File: src/rtl/uart_pkg.sv
// rtl/uart_pkg.sv - shared constants and state encodings for the UART TX arbiter
package uart_pkg;

    localparam logic [7:0] SYNC0_DEFAULT = 8'h99;
    localparam logic [7:0] SYNC1_DEFAULT = 8'h24;

    typedef enum logic [2:0] {
        ST_IDLE = 3'd0,
        ST_ARB  = 3'd1,
        ST_HDR0 = 3'd2,
        ST_HDR1 = 3'd3,
        ST_PAY  = 3'd4,
        ST_CKS  = 3'd5,
        ST_DONE = 3'd6
    } state_e;

    // Every transmitting state first launches a byte, then waits for the UART to finish it.
    typedef enum logic {
        PH_SEND = 1'b0,
        PH_WAIT = 1'b1
    } phase_e;

endpackage

File: src/rtl/rr_arbiter.sv
// rtl/rr_arbiter.sv - combinational round-robin pick, searching upward from ptr with wrap
module rr_arbiter #(
    parameter int N  = 2,
    parameter int PW = (N > 1) ? $clog2(N) : 1
) (
    input  logic [N-1:0]  req_i,
    input  logic [PW-1:0] ptr_i,
    output logic [N-1:0]  pick_o
);

    always_comb begin
        logic          found;
        logic [PW-1:0] idx;
        pick_o = '0;
        found  = 1'b0;
        idx    = '0;
        for (int k = 0; k < N; k++) begin
            idx = PW'((int'(ptr_i) + k) % N);
            if (!found && req_i[idx]) begin
                pick_o[idx] = 1'b1;
                found       = 1'b1;
            end
        end
    end

endmodule

File: src/rtl/uart_tx_arbiter.sv
// rtl/uart_tx_arbiter.sv - round-robin frame arbiter wrapping payloads with sync header and XOR checksum
module uart_tx_arbiter
    import uart_pkg::*;
#(
    parameter int         NUM_REQ = 2,
    parameter logic [7:0] SYNC0   = SYNC0_DEFAULT,
    parameter logic [7:0] SYNC1   = SYNC1_DEFAULT,
    parameter int         MAX_LEN = 16
) (
    input  logic                   clk_50m,
    input  logic                   rst_n,
    input  logic [NUM_REQ-1:0]     req,
    input  logic [8*NUM_REQ-1:0]   req_data,
    input  logic [NUM_REQ-1:0]     req_valid,
    input  logic [NUM_REQ-1:0]     req_last,
    output logic [NUM_REQ-1:0]     req_ready,
    output logic [NUM_REQ-1:0]     gnt,
    output logic                   frame_done,
    output logic                   frame_trunc,
    output logic [7:0]             uart_tx_data,
    output logic                   uart_tx_en,
    input  logic                   uart_tx_done
);

    localparam int PW = (NUM_REQ > 1) ? $clog2(NUM_REQ) : 1;
    localparam int CW = $clog2(MAX_LEN + 1);
    localparam logic [CW-1:0] LAST_CNT = CW'(MAX_LEN - 1);
    localparam logic [PW-1:0] LAST_IDX = PW'(NUM_REQ - 1);

    state_e              state_q, state_d;
    phase_e              phase_q, phase_d;
    logic [NUM_REQ-1:0]  gnt_q, gnt_d;
    logic [PW-1:0]       gidx_q, gidx_d;
    logic [PW-1:0]       ptr_q, ptr_d;
    logic [7:0]          cks_q, cks_d;
    logic [CW-1:0]       cnt_q, cnt_d;
    logic                last_q, last_d;
    logic                trunc_q, trunc_d;
    logic [7:0]          tx_data_q, tx_data_d;
    logic                tx_en_q, tx_en_d;
    logic [NUM_REQ-1:0]  ready_q, ready_d;
    logic                done_q, done_d;
    logic                trunc_out_q, trunc_out_d;

    logic [NUM_REQ-1:0]  pick;
    logic [7:0]          req_byte;

    function automatic logic [PW-1:0] onehot_to_idx(input logic [NUM_REQ-1:0] v);
        logic [PW-1:0] idx;
        idx = '0;
        for (int i = 0; i < NUM_REQ; i++) begin
            if (v[i]) idx = PW'(i);
        end
        return idx;
    endfunction

    rr_arbiter #(
        .N  (NUM_REQ),
        .PW (PW)
    ) u_rr_arbiter (
        .req_i  (req),
        .ptr_i  (ptr_q),
        .pick_o (pick)
    );

    assign req_byte = req_data[8*gidx_q +: 8];

    always_comb begin
        state_d     = state_q;
        phase_d     = phase_q;
        gnt_d       = gnt_q;
        gidx_d      = gidx_q;
        ptr_d       = ptr_q;
        cks_d       = cks_q;
        cnt_d       = cnt_q;
        last_d      = last_q;
        trunc_d     = trunc_q;
        tx_data_d   = tx_data_q;
        tx_en_d     = 1'b0;
        ready_d     = '0;
        done_d      = 1'b0;
        trunc_out_d = 1'b0;

        case (state_q)
            ST_IDLE: begin
                if (|req) state_d = ST_ARB;
            end
            ST_ARB: begin
                // A request that vanished between IDLE and ARB leaves pick empty; fall back to IDLE.
                gnt_d   = pick;
                gidx_d  = onehot_to_idx(pick);
                cks_d   = '0;
                cnt_d   = '0;
                last_d  = 1'b0;
                trunc_d = 1'b0;
                phase_d = PH_SEND;
                state_d = (|pick) ? ST_HDR0 : ST_IDLE;
            end
            ST_HDR0, ST_HDR1, ST_CKS: begin
                if (phase_q == PH_SEND) begin
                    tx_data_d = (state_q == ST_HDR0) ? SYNC0 :
                                (state_q == ST_HDR1) ? SYNC1 : cks_q;
                    tx_en_d   = 1'b1;
                    phase_d   = PH_WAIT;
                end else if (uart_tx_done) begin
                    phase_d = PH_SEND;
                    state_d = (state_q == ST_HDR0) ? ST_HDR1 :
                              (state_q == ST_HDR1) ? ST_PAY  : ST_DONE;
                end
            end
            ST_PAY: begin
                if (phase_q == PH_SEND) begin
                    if (req_valid[gidx_q]) begin
                        tx_data_d = req_byte;
                        tx_en_d   = 1'b1;
                        ready_d   = gnt_q;
                        cks_d     = cks_q ^ req_byte;
                        cnt_d     = cnt_q + 1'b1;
                        last_d    = req_last[gidx_q] | (cnt_q == LAST_CNT);
                        trunc_d   = !req_last[gidx_q] && (cnt_q == LAST_CNT);
                        phase_d   = PH_WAIT;
                    end
                end else if (uart_tx_done) begin
                    phase_d = PH_SEND;
                    state_d = last_q ? ST_CKS : ST_PAY;
                end
            end
            ST_DONE: begin
                done_d      = 1'b1;
                trunc_out_d = trunc_q;
                gnt_d       = '0;
                ptr_d       = (gidx_q == LAST_IDX) ? '0 : gidx_q + 1'b1;
                phase_d     = PH_SEND;
                state_d     = ST_IDLE;
            end
            default: begin
                phase_d = PH_SEND;
                state_d = ST_IDLE;
            end
        endcase
    end

    always_ff @(posedge clk_50m or negedge rst_n) begin
        if (!rst_n) begin
            state_q     <= ST_IDLE;
            phase_q     <= PH_SEND;
            gnt_q       <= '0;
            gidx_q      <= '0;
            ptr_q       <= '0;
            cks_q       <= '0;
            cnt_q       <= '0;
            last_q      <= 1'b0;
            trunc_q     <= 1'b0;
            tx_data_q   <= '0;
            tx_en_q     <= 1'b0;
            ready_q     <= '0;
            done_q      <= 1'b0;
            trunc_out_q <= 1'b0;
        end else begin
            state_q     <= state_d;
            phase_q     <= phase_d;
            gnt_q       <= gnt_d;
            gidx_q      <= gidx_d;
            ptr_q       <= ptr_d;
            cks_q       <= cks_d;
            cnt_q       <= cnt_d;
            last_q      <= last_d;
            trunc_q     <= trunc_d;
            tx_data_q   <= tx_data_d;
            tx_en_q     <= tx_en_d;
            ready_q     <= ready_d;
            done_q      <= done_d;
            trunc_out_q <= trunc_out_d;
        end
    end

    assign gnt          = gnt_q;
    assign req_ready    = ready_q;
    assign frame_done   = done_q;
    assign frame_trunc  = trunc_out_q;
    assign uart_tx_data = tx_data_q;
    assign uart_tx_en   = tx_en_q;

endmodule
File: config.mk
export PLATFORM = sky130hd
export DESIGN_NAME = uart_tx_arbiter
export DESIGN_NICKNAME = d
export VERILOG_FILES = /design/src/rtl/uart_pkg.sv /design/src/rtl/rr_arbiter.sv /design/src/rtl/uart_tx_arbiter.sv
export SDC_FILE = /design/constraint.sdc
export NUM_CORES = 1
export LEC_CHECK = 0
export ABC_AREA = 1
export CAP_MARGIN = 20
export CORE_MARGIN = 2
export CORE_UTILIZATION = 25
export DETAILED_ROUTE_END_ITERATION = 8
export GPL_TIMING_DRIVEN = 0
export PLACE_DENSITY = 0.41
export SYNTH_ARGS = -nofsm -noshare
export SYNTH_HDL_FRONTEND = slang
export SYNTH_SLANG_ARGS = --single-unit
export TNS_END_PERCENT = 50
File: constraint.sdc
create_clock -name clk_50m -period 2 [get_ports clk_50m]
set_input_delay 0.3 -clock clk_50m [delete_from_list [all_inputs] [get_ports clk_50m]]
set_output_delay 0.3 -clock clk_50m [all_outputs]
set_load 0.02 [all_outputs]
==> Word level (Yosys, flattened, before mapping) <==
Index checks and enable logic that the tools add are counted.
W data, S select, Z words.
{ "word_totals": {"elab_cells": 116, "ff_bits": 36, "output_inout_bits": 15, "in_bits": 25} }
{ "op_classes": {"eq_ne": 15, "add_sub_neg": 3, "shifts": 1, "muxes": 59, "order_cmp": 5, "bitwise": 3, "reduce_logical": 16} }
{ "ops": {"columns": ["op", "n"], "rows": [
  ["$mux W8", 7],
  ["$pmux W8 S2", 2],
  ["$mux W1", 26],
  ["$mux W3", 6],
  ["$ne A2 B2 Y1 const B", 8],
  ["$shiftx A16 B5 Y8", 1],
  ["$mux W2", 7],
  ["$pmux W3 S4", 1],
  ["$mux W5", 2],
  ["$pmux W5 S2", 1],
  ["$eq A3 B3 Y1 const B", 3],
  ["$xor A8 B8 Y8", 1],
  ["$eq A3 B2 Y1 const B", 2],
  ["$lt A1 B2 Y1 const B", 3],
  ["$pmux W1 S2", 3],
  ["$reduce_bool A2 Y1", 3],
  ["$add A5 B1 Y5 const B", 1],
  ["$eq A5 B4 Y1 const B", 1],
  ["$reduce_and A5 Y1", 1],
  ["$logic_and A1 B1 Y1", 4],
  ["$pmux W2 S2", 1],
  ["$reduce_and A4 Y1", 1],
  ["$reduce_or A2 Y1", 2],
  ["$eq A3 B1 Y1 const B", 1],
  ["other kinds (10)", 14]
]} }

==> Depth between registers and ports, before layout <==
Gate-level depths: netlist of the first run.
{ "depth": {"depth_word": 10, "mapped_depth": 10, "ltp_nobuf": 8} }

==> Hierarchy <==
Synthesis of the first run repeated with hierarchy kept, for this count alone.
{ "unflattened": {"cells_unflattened": 309, "area_unflattened_um2": 2149.6} }
{ "by_module_without_submodules": {"columns": ["mod", "n_inst", "area_per_inst_um2", "seq_area_each_um2", "cells_per_inst"], "rows": [
  ["uart_tx_arbiter", 1, 2122.0, 900.9, 305],
  ["rr_arbiter", 1, 27.5, 0.0, 4]
]} }

==> Worst setup path before layout of the first run <==
No wires, ideal clock.
{ "synth_path": {"path_kind": "register -> register", "startpoint": "register cnt_q[0]", "endpoint": "register cnt_q[4]", "slack_ps": 713, "period_less_slack_ps": 1287, "setup_ps": 65, "n_path_buf": 0, "arrival_time_ps": 1222, "path_stages_with_launch": 7, "t_required_ps": 1935, "path_cell_list": "dfrtp_1 -> ha_1 -> nand2_1 -> nor2_1 -> ha_1 -> or2_1 -> nand2_1"} }
{ "synth_between": {"elab_chain_cells": 4} }
{ "synth_rtl": {"columns": ["item", "line_no", "source"], "rows": [
  ["start: declaration", "uart_tx_arbiter.sv:36", "logic [CW-1:0] cnt_q, cnt_d;"],
  ["start signal: assignment", "uart_tx_arbiter.sv:166", "cnt_q <= cnt_d;"],
  ["$add A5 B1 Y5", "uart_tx_arbiter.sv:118", "cnt_d = cnt_q + 1'b1;"],
  ["$mux W5", "uart_tx_arbiter.sv:113", "if (req_valid[gidx_q]) begin"],
  ["$mux W5", "uart_tx_arbiter.sv:112", "if (phase_q == PH_SEND) begin"],
  ["$pmux W5 S2", "uart_tx_arbiter.sv:84", "case (state_q)"]
]} }
No other way between the ends. The select of a mux whose other input is x is not followed.
A chain may end at the register's enable or synchronous reset.

==> Worst setup path after layout of the first run <==
{ "layout_path": {"startpoint": "register gidx_q", "endpoint": "register cks_q[7]"} }
{ "layout_between": {"elab_chain_cells": 5, "elab_cells_between_ends": 9, "classes_between": "1 x eq/ne; 1 x shift; 5 x mux; 1 x bitwise; 1 x reduce/logical"} }
{ "layout_rtl": {"columns": ["item", "line_no", "source"], "rows": [
  ["start: declaration", "uart_tx_arbiter.sv:33", "logic [PW-1:0] gidx_q, gidx_d;"],
  ["start signal: assignment", "uart_tx_arbiter.sv:163", "gidx_q <= gidx_d;"],
  ["$shiftx A16 B5 Y8", "uart_tx_arbiter.sv:66", "assign req_byte = req_data[8*gidx_q +: 8];"],
  ["$xor A8 B8 Y8", "uart_tx_arbiter.sv:117", "cks_d = cks_q ^ req_byte;"],
  ["$mux W8", "uart_tx_arbiter.sv:113", null],
  ["$mux W8", "uart_tx_arbiter.sv:112", null],
  ["$pmux W8 S2", "uart_tx_arbiter.sv:84", null],
  ["end signal: assignment", "uart_tx_arbiter.sv:165", "cks_q <= cks_d;"],
  ["end: declaration", "uart_tx_arbiter.sv:35", "logic [7:0] cks_q, cks_d;"]
]} }
Several ways; a longest one is shown, not always the timed one. The select of a mux whose other input is x is not followed.

==> impl_summary.md, run 1 <==
Critical path
Walking the worst path, the cells encountered are inv_1, clkbuf_1, nand2_1, nand2_1, nand2_1, nand2_1, nor2_1, nand2_1, nand2_1. STA classifies the critical path endpoint as a register. For this design, the slowest cell found on the critical path is sky130_fd_sc_hd__clkbuf_1. The required time of the worst setup path is 2.19 ns. Along the worst path, the maximum fanout reaches 10. The worst reg-to-reg path cell count is 9. In this design, the critical path's most frequently occurring cell is sky130_fd_sc_hd__nand2_1. The family of cells with the greatest summed delay on the critical path is buffers and inverters. The flop-to-flop setup slack is 0.37 ns. The worst setup path startpoint is gidx_q. The largest stage delay on the critical path is 0.48 ns. The buffering stage count on the worst path with inverters included is 2.

The endpoint identified for the worst register-to-register timing path is cks_q[7]. The signal arrival time at the worst endpoint is 1.81 ns. The worst setup path is launched from a register. The startpoint identified for the worst register-to-register timing path is gidx_q. The critical path is of the register to register type.

Timing
The worst hold margin is 0.476 ns. Setup repair after global routing left no endpoint under its margin. Derived from the worst setup path, the maximum achievable clock frequency is 615 MHz. The routed design could run at a clock period as short as 1.63 ns. The worst slew margin relative to its limit is 0.588. The transition time at the pin with the least slew margin is 0.618 ns.

In the post-route analysis, the smallest setup slack over all paths is 0.373 ns. The worst clock skew is 0.00355 ns. The final-report hold violation count was 0. Setup violations remaining at the end of the flow were counted as 0. The share of the cycle needed by the critical path after routing is 0.813. The final max-slew violation count is 0.

Status
The run finished with clean final reports.

Routing
After the first detailed-routing iteration, the DRC count stood at 80. The first-pass iteration count of the detailed router is 4. The remaining antenna violation count is 0. After detailed routing, the total wire length is 5.57 mm.

Using the TritonRoute via totals, the vias-per-cell ratio works out to 4.26. For this block, the via count after detailed routing is 1951. For this run, design rule violations remaining after detail routing come to 0. Dividing the detail-routed wire length by the instance count gives 12.2 um.

Floorplan
The area inside the core boundary is 8220 um^2. Row generation in the floorplan step produced 33 rows. The number of ports placed on the die boundary is 40. Measured along the x axis, the die boundary spans 96.1 um. The die covers 9240 um^2. The effective utilization at floorplan is 0.258. The height of the die is 96.1 um.

Global route
For this run, the total global-route usage over all layers was measured as 0.132. The initial antenna violation count came to 0. The maximum number of pins on one net before global-route repair is 23. The number of global-route vias before repair came to 1798. For this run the aggregate overflow at the end of global routing stands at 0. The first global-routing pass estimated 9.14 mm of wire.

Final layout
The finished layout holds 458 standard cells, fillers aside. From synthesis to final layout, the design area changed by 29.4%. The top cell types in the final layout, fill and taps aside, are 128 x sky130_fd_sc_hd__nand2_1, 38 x sky130_fd_sc_hd__clkdlybuf4s50_1, 37 x sky130_fd_sc_hd__inv_1.

The most common cell after layout, fill and taps aside is sky130_fd_sc_hd__nand2_1. The net count of the finished layout is 380. The filler cells instantiated in the layout total 891.

The number of antenna diodes in the final layout is 0. The proportion of layout cells with a drive suffix above 1 is 0.0935.

Worst hold path
The path type of the worst min-delay path is primary input to asynchronous set/reset pin.

Clock tree
TritonCTS built the clock tree. The maximum level of the CTS H-tree is 2. The number of buffers added by the clock tree synthesis step is 5. The clock root buffer is sky130_fd_sc_hd__clkbuf_8. The clock transition at the registers of the reported paths is 0.07 ns. Clock latency on the worst-skew pair, taken at its later pin, is 0.29 ns. The number of sinks driven by the clock tree is 36. The maximum root-to-sink buffer count is 2. The post-CTS repair timing setup buffer count is 0.

Power and ir drop
The worst-case IR drop observed on VDD is 0.290 mV. The total power of the final layout is 3.61 mW. Summed over all cells, the static leakage comes to 1.45 nW. The power density normalized to cell area is 1310 nW/um^2.

Yosys
The sequential area share after synthesis is 0.425. Synthesis produced 305 cells. The synthesis-stage register bit count is 36. The total of warnings raised by yosys is 0.

The post-synthesis cell type count is 24. The mapped netlist covers 2120 um^2. The number of nets handed over by synthesis was 332. The mean instance size in the synthesized netlist is 6.96 um^2.

Placement
The count of placed standard cells including taps is 450. The worst setup timing slack at the placement stage is 0.316 ns. The placed wire-length estimate after detailed placement is 4.11 mm.

At the end of routability-driven placement, the weighted congestion stood at 0.811. During placement, the flow inserted port buffers numbering 39.

Flow run
The number of violations of the max-capacitance limit is 0.
layer usage:
metal | wire (um) | global-route usage
met2 | 2600 | 0.207
met5 | 0 | 0
met4 | 70 | 0.0429
met3 | 184 | 0.0258
met1 | 2710 | 0.182
logic make-up (layout without fill, tap and decap cells):
logic type	after synthesis	in the layout	synth area share
adder cells (fa/ha/maj)	2	2	0.0118
flip-flops	36	36	0.425
buffers and inverters	50	98	0.100
AND/OR/NAND/NOR	196	196	0.404
AO/OA/AOI/OAI	21	21	0.0590
flip-flops by register name, indices dropped and copies added (netlist names):
register	cells
trunc_q	1
req_ready	2
gnt	2
last_q	1
state_q	3
uart_tx_data	8
cks_q	8
frame_done	1
gidx_q	1
ptr_q	1
frame_trunc	1
uart_tx_en	1
cnt_q	5
phase_q	1
cell usage after synthesis:
cell | count | area, um^2
sky130_fd_sc_hd__buf_4 | 1 | 7.51
sky130_fd_sc_hd__o21ai_0 | 17 | 85.1
sky130_fd_sc_hd__buf_2 | 3 | 15.0
sky130_fd_sc_hd__nand2_2 | 5 | 31.3
sky130_fd_sc_hd__ha_1 | 2 | 25.0
sky130_fd_sc_hd__nor2_1 | 15 | 56.3
sky130_fd_sc_hd__inv_1 | 37 | 139
sky130_fd_sc_hd__buf_6 | 2 | 22.5
sky130_fd_sc_hd__o211ai_1 | 2 | 15.0
sky130_fd_sc_hd__a21oi_4 | 1 | 16.3
sky130_fd_sc_hd__nor3b_1 | 1 | 7.51
sky130_fd_sc_hd__nand4_1 | 2 | 12.5
sky130_fd_sc_hd__clkbuf_1 | 2 | 7.51
sky130_fd_sc_hd__dfrtp_1 | 36 | 901
sky130_fd_sc_hd__nand2_4 | 3 | 33.8
sky130_fd_sc_hd__nand3_2 | 1 | 10.0
sky130_fd_sc_hd__nand2_1 | 128 | 480
sky130_fd_sc_hd__nand3_1 | 35 | 175
sky130_fd_sc_hd__o21ai_2 | 1 | 8.76
sky130_fd_sc_hd__inv_4 | 1 | 6.26
sky130_fd_sc_hd__or2_1 | 2 | 12.5
sky130_fd_sc_hd__nor3_1 | 1 | 5.00
sky130_fd_sc_hd__inv_2 | 4 | 15.0
sky130_fd_sc_hd__nor2_4 | 3 | 33.8
repair_timing:
action                                 CTS  global route
hold buffers                             1             0
resized for setup                        0             0
endpoints found under the hold margin   14             0
worst max path at each step:
stage / end / slack, ns / cells past startpoint
after CTS: cks_q[7] / 0.30 / 9
after detailed placement: cks_q[7] / 0.32 / 9
final: cks_q[7] / 0.37 / 9
after global routing: cks_q[7] / 0.17 / 9
after floorplan: cnt_q[4] / 0.71 / 6
after global placement: uart_tx_data[6] / -0.44 / 1
worst reg2reg max path: stages, from the launching register on:
cell and delay [ns]:
sky130_fd_sc_hd__dfrtp_1 0.40, sky130_fd_sc_hd__inv_1 0.07, sky130_fd_sc_hd__clkbuf_1 0.48, sky130_fd_sc_hd__nand2_1 0.19
sky130_fd_sc_hd__nand2_1 0.12, sky130_fd_sc_hd__nand2_1 0.05, sky130_fd_sc_hd__nand2_1 0.05, sky130_fd_sc_hd__nor2_1 0.04
sky130_fd_sc_hd__nand2_1 0.07, sky130_fd_sc_hd__nand2_1 0.04
area by class of cell:
cell class | instances | area, um^2 | area share
inverters | 42 | 160 | 0.0583
plain buffers | 8 | 52.6 | 0.0191
well taps | 105 | 131 | 0.0478
repair buffers | 41 | 415 | 0.151
multi-input cells | 219 | 1010 | 0.367
clock inverters | 1 | 5.00 | 0.00182
clock buffers | 6 | 72.6 | 0.0264
flip-flops and latches | 36 | 901 | 0.328
power by group:
group / internal (mW) / switching [mW] / leakage [nW] / total, mW
clock: 0.237 / 0.271 / 0.0410 / 0.508
combinational: 0.712 / 1.24 / 0.927 / 1.95
sequential: 0.979 / 0.176 / 0.481 / 1.15
total: 1.93 / 1.68 / 1.45 / 3.61
stage by stage:
step / instance area [um^2] / setup TNS, ns / util
after floorplan: 2120 / 0 / -
after global placement: 2640 / -15.63 / 0.322
after detailed placement: 2660 / 0 / 0.324
after CTS: 2750 / 0 / 0.334
after global routing: 2750 / 0 / 0.334
final: 2750 / 0 / 0.334
Note: power is estimated with default switching activity, not from simulation.
==> inputs of run 2 (changes only) <==
PLACE_DENSITY = 0.43   (was 0.41)
clock period = 1.3 ns   (was 2 ns; I/O delays follow)
==> impl_summary.md, run 2 (synthesis gave the netlist of run 1 again) <==
Clock tree
The clock insertion delay at the later pin of the skew report is 0.29 ns (about the same). The number of buffers added by the clock tree synthesis step came to 5 (unchanged). The maximum root-to-sink buffer count is 2 (unchanged). The clock transition at the registers of the reported paths is 0.08 ns (was 0.07 ns). The clock tree from TritonCTS is yes (unchanged). The clock root buffer is sky130_fd_sc_hd__clkbuf_8 (unchanged). The number of sinks driven by the clock tree came to 36 (unchanged).

The maximum level of the CTS H-tree is 2 (unchanged). The number of hold-repair buffers added at the cts stage is 0 (was 1).

Global route
The residual overflow from global routing is 0 (unchanged). The initial antenna violation count is 0 (unchanged). The first-pass GRT wire length came to 9.72 mm (was 9.14 mm). The aggregate global-route resource usage is 0.139 (was 0.132). The maximum number of pins on one net before global-route repair is 37 (was 23). The number of global-route vias before repair is 1961 (was 1798).

Final layout
The area growth from synthesis to layout is 49.2% (was 29.4%). The net count reported at finish is 406 (was 380). The number of diodes is 0 (unchanged). Highest-count cells in the layout ignoring fill and taps: 117 x sky130_fd_sc_hd__nand2_1, 35 x sky130_fd_sc_hd__dfrtp_1, 34 x sky130_fd_sc_hd__inv_1 (was 128 x sky130_fd_sc_hd__nand2_1, 38 x sky130_fd_sc_hd__clkdlybuf4s50_1, 37 x sky130_fd_sc_hd__inv_1). The final cell count without fillers is 484 (was 458).

The most common cell after layout, fill and taps aside is sky130_fd_sc_hd__nand2_1 (unchanged). The proportion of layout cells with a drive suffix above 1 was 0.240 (was 0.0935).

Placement
The number of buffers added on ports was 39 (unchanged). The count of placed standard cells including taps was 449 (was 450). The worst setup timing slack at the placement stage is -0.392 ns (was 0.316 ns). The final RePlAce weighted congestion was 0.802 (was 0.811). The placed wire-length estimate after detailed placement is 3.96 mm (was 4.11 mm).

Critical path
The signal arrival time at the worst endpoint is 1.61 ns (was 1.81 ns). The required time of the worst setup path is 1.53 ns (was 2.19 ns). The startpoint type of the worst setup path is a register (unchanged). The flop-to-flop setup slack is -0.07 ns (was 0.37 ns). The critical path endpoint category is a register (unchanged). The maximum net fanout on the critical path was 10 (unchanged). The worst reg-to-reg path cell count is 9 (unchanged). The critical path class was register to register (unchanged). The endpoint of the lowest-slack register-to-register path is cnt_q[2] (was cks_q[7]). The origin of the critical flop-to-flop path is state_q[0] (was gidx_q).

Routing
The number of vias per cell after detailed routing came to 4.39 (was 4.26). The aggregate routed wire length is 6.10 mm (was 5.57 mm). The routed length on met1 is 2.84 mm (was 2.71 mm). The total via count in the routed design was 2125 (was 1951). The first-pass iteration count of the detailed router was 4 (unchanged). The detail-routed net length per standard cell is 12.6 um (was 12.2 um). The initial DRC count is 61 (was 80). The remaining antenna violation count came to 0 (unchanged). The DRC violation count after routing is 0 (unchanged). The met3 wire length is 235 um (was 184 um).

The highest metal layer used by the detailed router is met4 (unchanged). The met2 routed wirelength is 2.97 mm (was 2.60 mm).

Timing
The worst clock skew was 0.00874 ns (was 0.00355 ns). The total negative slack for setup checks is -1.10 ns (was 0 ns). The transition time at the pin with the least slew margin was 0.863 ns (was 0.618 ns).

The final worst setup slack is -0.0744 ns (was 0.373 ns). The time the worst path needs with I/O delays and setup was 1.37 ns (was 1.63 ns). The achievable frequency came to 728 MHz (was 615 MHz).

The final-report hold violation count was 0 (unchanged). The share of the cycle needed by the critical path after routing came to 1.06 (was 0.813). RSZ-0062 raised after global routing: true (was false). The final max-slew violation count is 0 (unchanged). The worst hold margin was 0.0137 ns (was 0.476 ns). The worst slew margin relative to its limit is 0.425 (was 0.588). The number of failing setup endpoints in the final timing report is 24 (was 0).

Floorplan
The die outline area came to 9240 um^2 (unchanged). The area inside the core boundary was 8220 um^2 (unchanged). The height of the die came to 96.1 um (unchanged).

The floorplan die width came to 96.1 um (unchanged). The effective utilization at floorplan was 0.258 (unchanged). The cell row count came to 33 (unchanged). The number of ports placed on the die boundary was 40 (unchanged).

Power and ir drop
The static leakage power is 1.71 nW (was 1.45 nW). The power density normalized to cell area is 2170 nW/um^2 (was 1310 nW/um^2). The largest vdd supply drop is 0.647 mV (was 0.290 mV).

Flow run
The number of violations of the max-capacitance limit is 0 (unchanged).

Status
Result of the run: finished with violations (was completed). The checks that failed: negative setup slack.

Worst hold path
The path type of the worst min-delay path is primary input to asynchronous set/reset pin (unchanged).
-- run 2: how the worst max path moves through the flow --
stage / from / slack [ns] / to
after detailed placement: gidx_q / -0.39 / uart_tx_data[3]
after floorplan: cnt_q[0] / 0.01 / cnt_q[4]
final: state_q[0] / -0.07 / cnt_q[2]
after global placement: rst_n / -0.96 / uart_tx_data[3]
after global routing: state_q[1] / -0.16 / cks_q[4]
after CTS: state_q[0] / -0.07 / cnt_q[2]
-- run 2: critical path: stages, from the launching register on --
cell                      delay (ns)
sky130_fd_sc_hd__dfrtp_2        0.43
sky130_fd_sc_hd__inv_2          0.07
sky130_fd_sc_hd__nand2_2        0.06
sky130_fd_sc_hd__nor2_4         0.17
sky130_fd_sc_hd__nand2_4        0.08
sky130_fd_sc_hd__buf_6          0.12
sky130_fd_sc_hd__a21oi_4        0.13
sky130_fd_sc_hd__buf_12         0.14
sky130_fd_sc_hd__nand2_1        0.06
sky130_fd_sc_hd__nand2_1        0.06
-- run 2: per-stage QoR --
step	instance area (um^2)	util	power, mW
after global placement	2640	0.322	4.81
after detailed placement	2640	0.321	4.83
after global routing	3170	0.385	7.47
after CTS	3080	0.375	6.62
final	3170	0.385	6.86
after floorplan	2120	-	3.82
-- run 2: per-layer routing --
layer	vias to the layer above	GRT usage
met3	6	0.0274
li1	1089	-
met1	988	0.185
met2	42	0.230
met4	0	0.0333
met5	-	0
-- run 2: power breakdown --
part / leakage, nW / total, mW / internal [mW] / switching, mW
registers: 0.480 / 1.78 / 1.51 / 0.273
logic: 1.18 / 4.18 / 1.81 / 2.38
clock network: 0.0503 / 0.899 / 0.473 / 0.426
total: 1.71 / 6.86 / 3.79 / 3.07
-- run 2: cell type report --
class | count | area [um^2]
timing repair buffer | 66 | 637
inverter | 42 | 166
multi-input combinational | 220 | 1150
fill | 886 | 5050
tap | 105 | 131
buffer | 8 | 82.6
sequential | 36 | 902
clock buffer | 7 | 96.3
-- run 2: repair_timing --
| action | CTS | global route |
|---|---|---|
| buffers inserted | 24 | 2 |
| gates cloned | 2 | 1 |
| resized for setup | 56 | 21 |
| pin swaps | 10 | 10 |
| endpoints found under the setup margin | 45 | 31 |
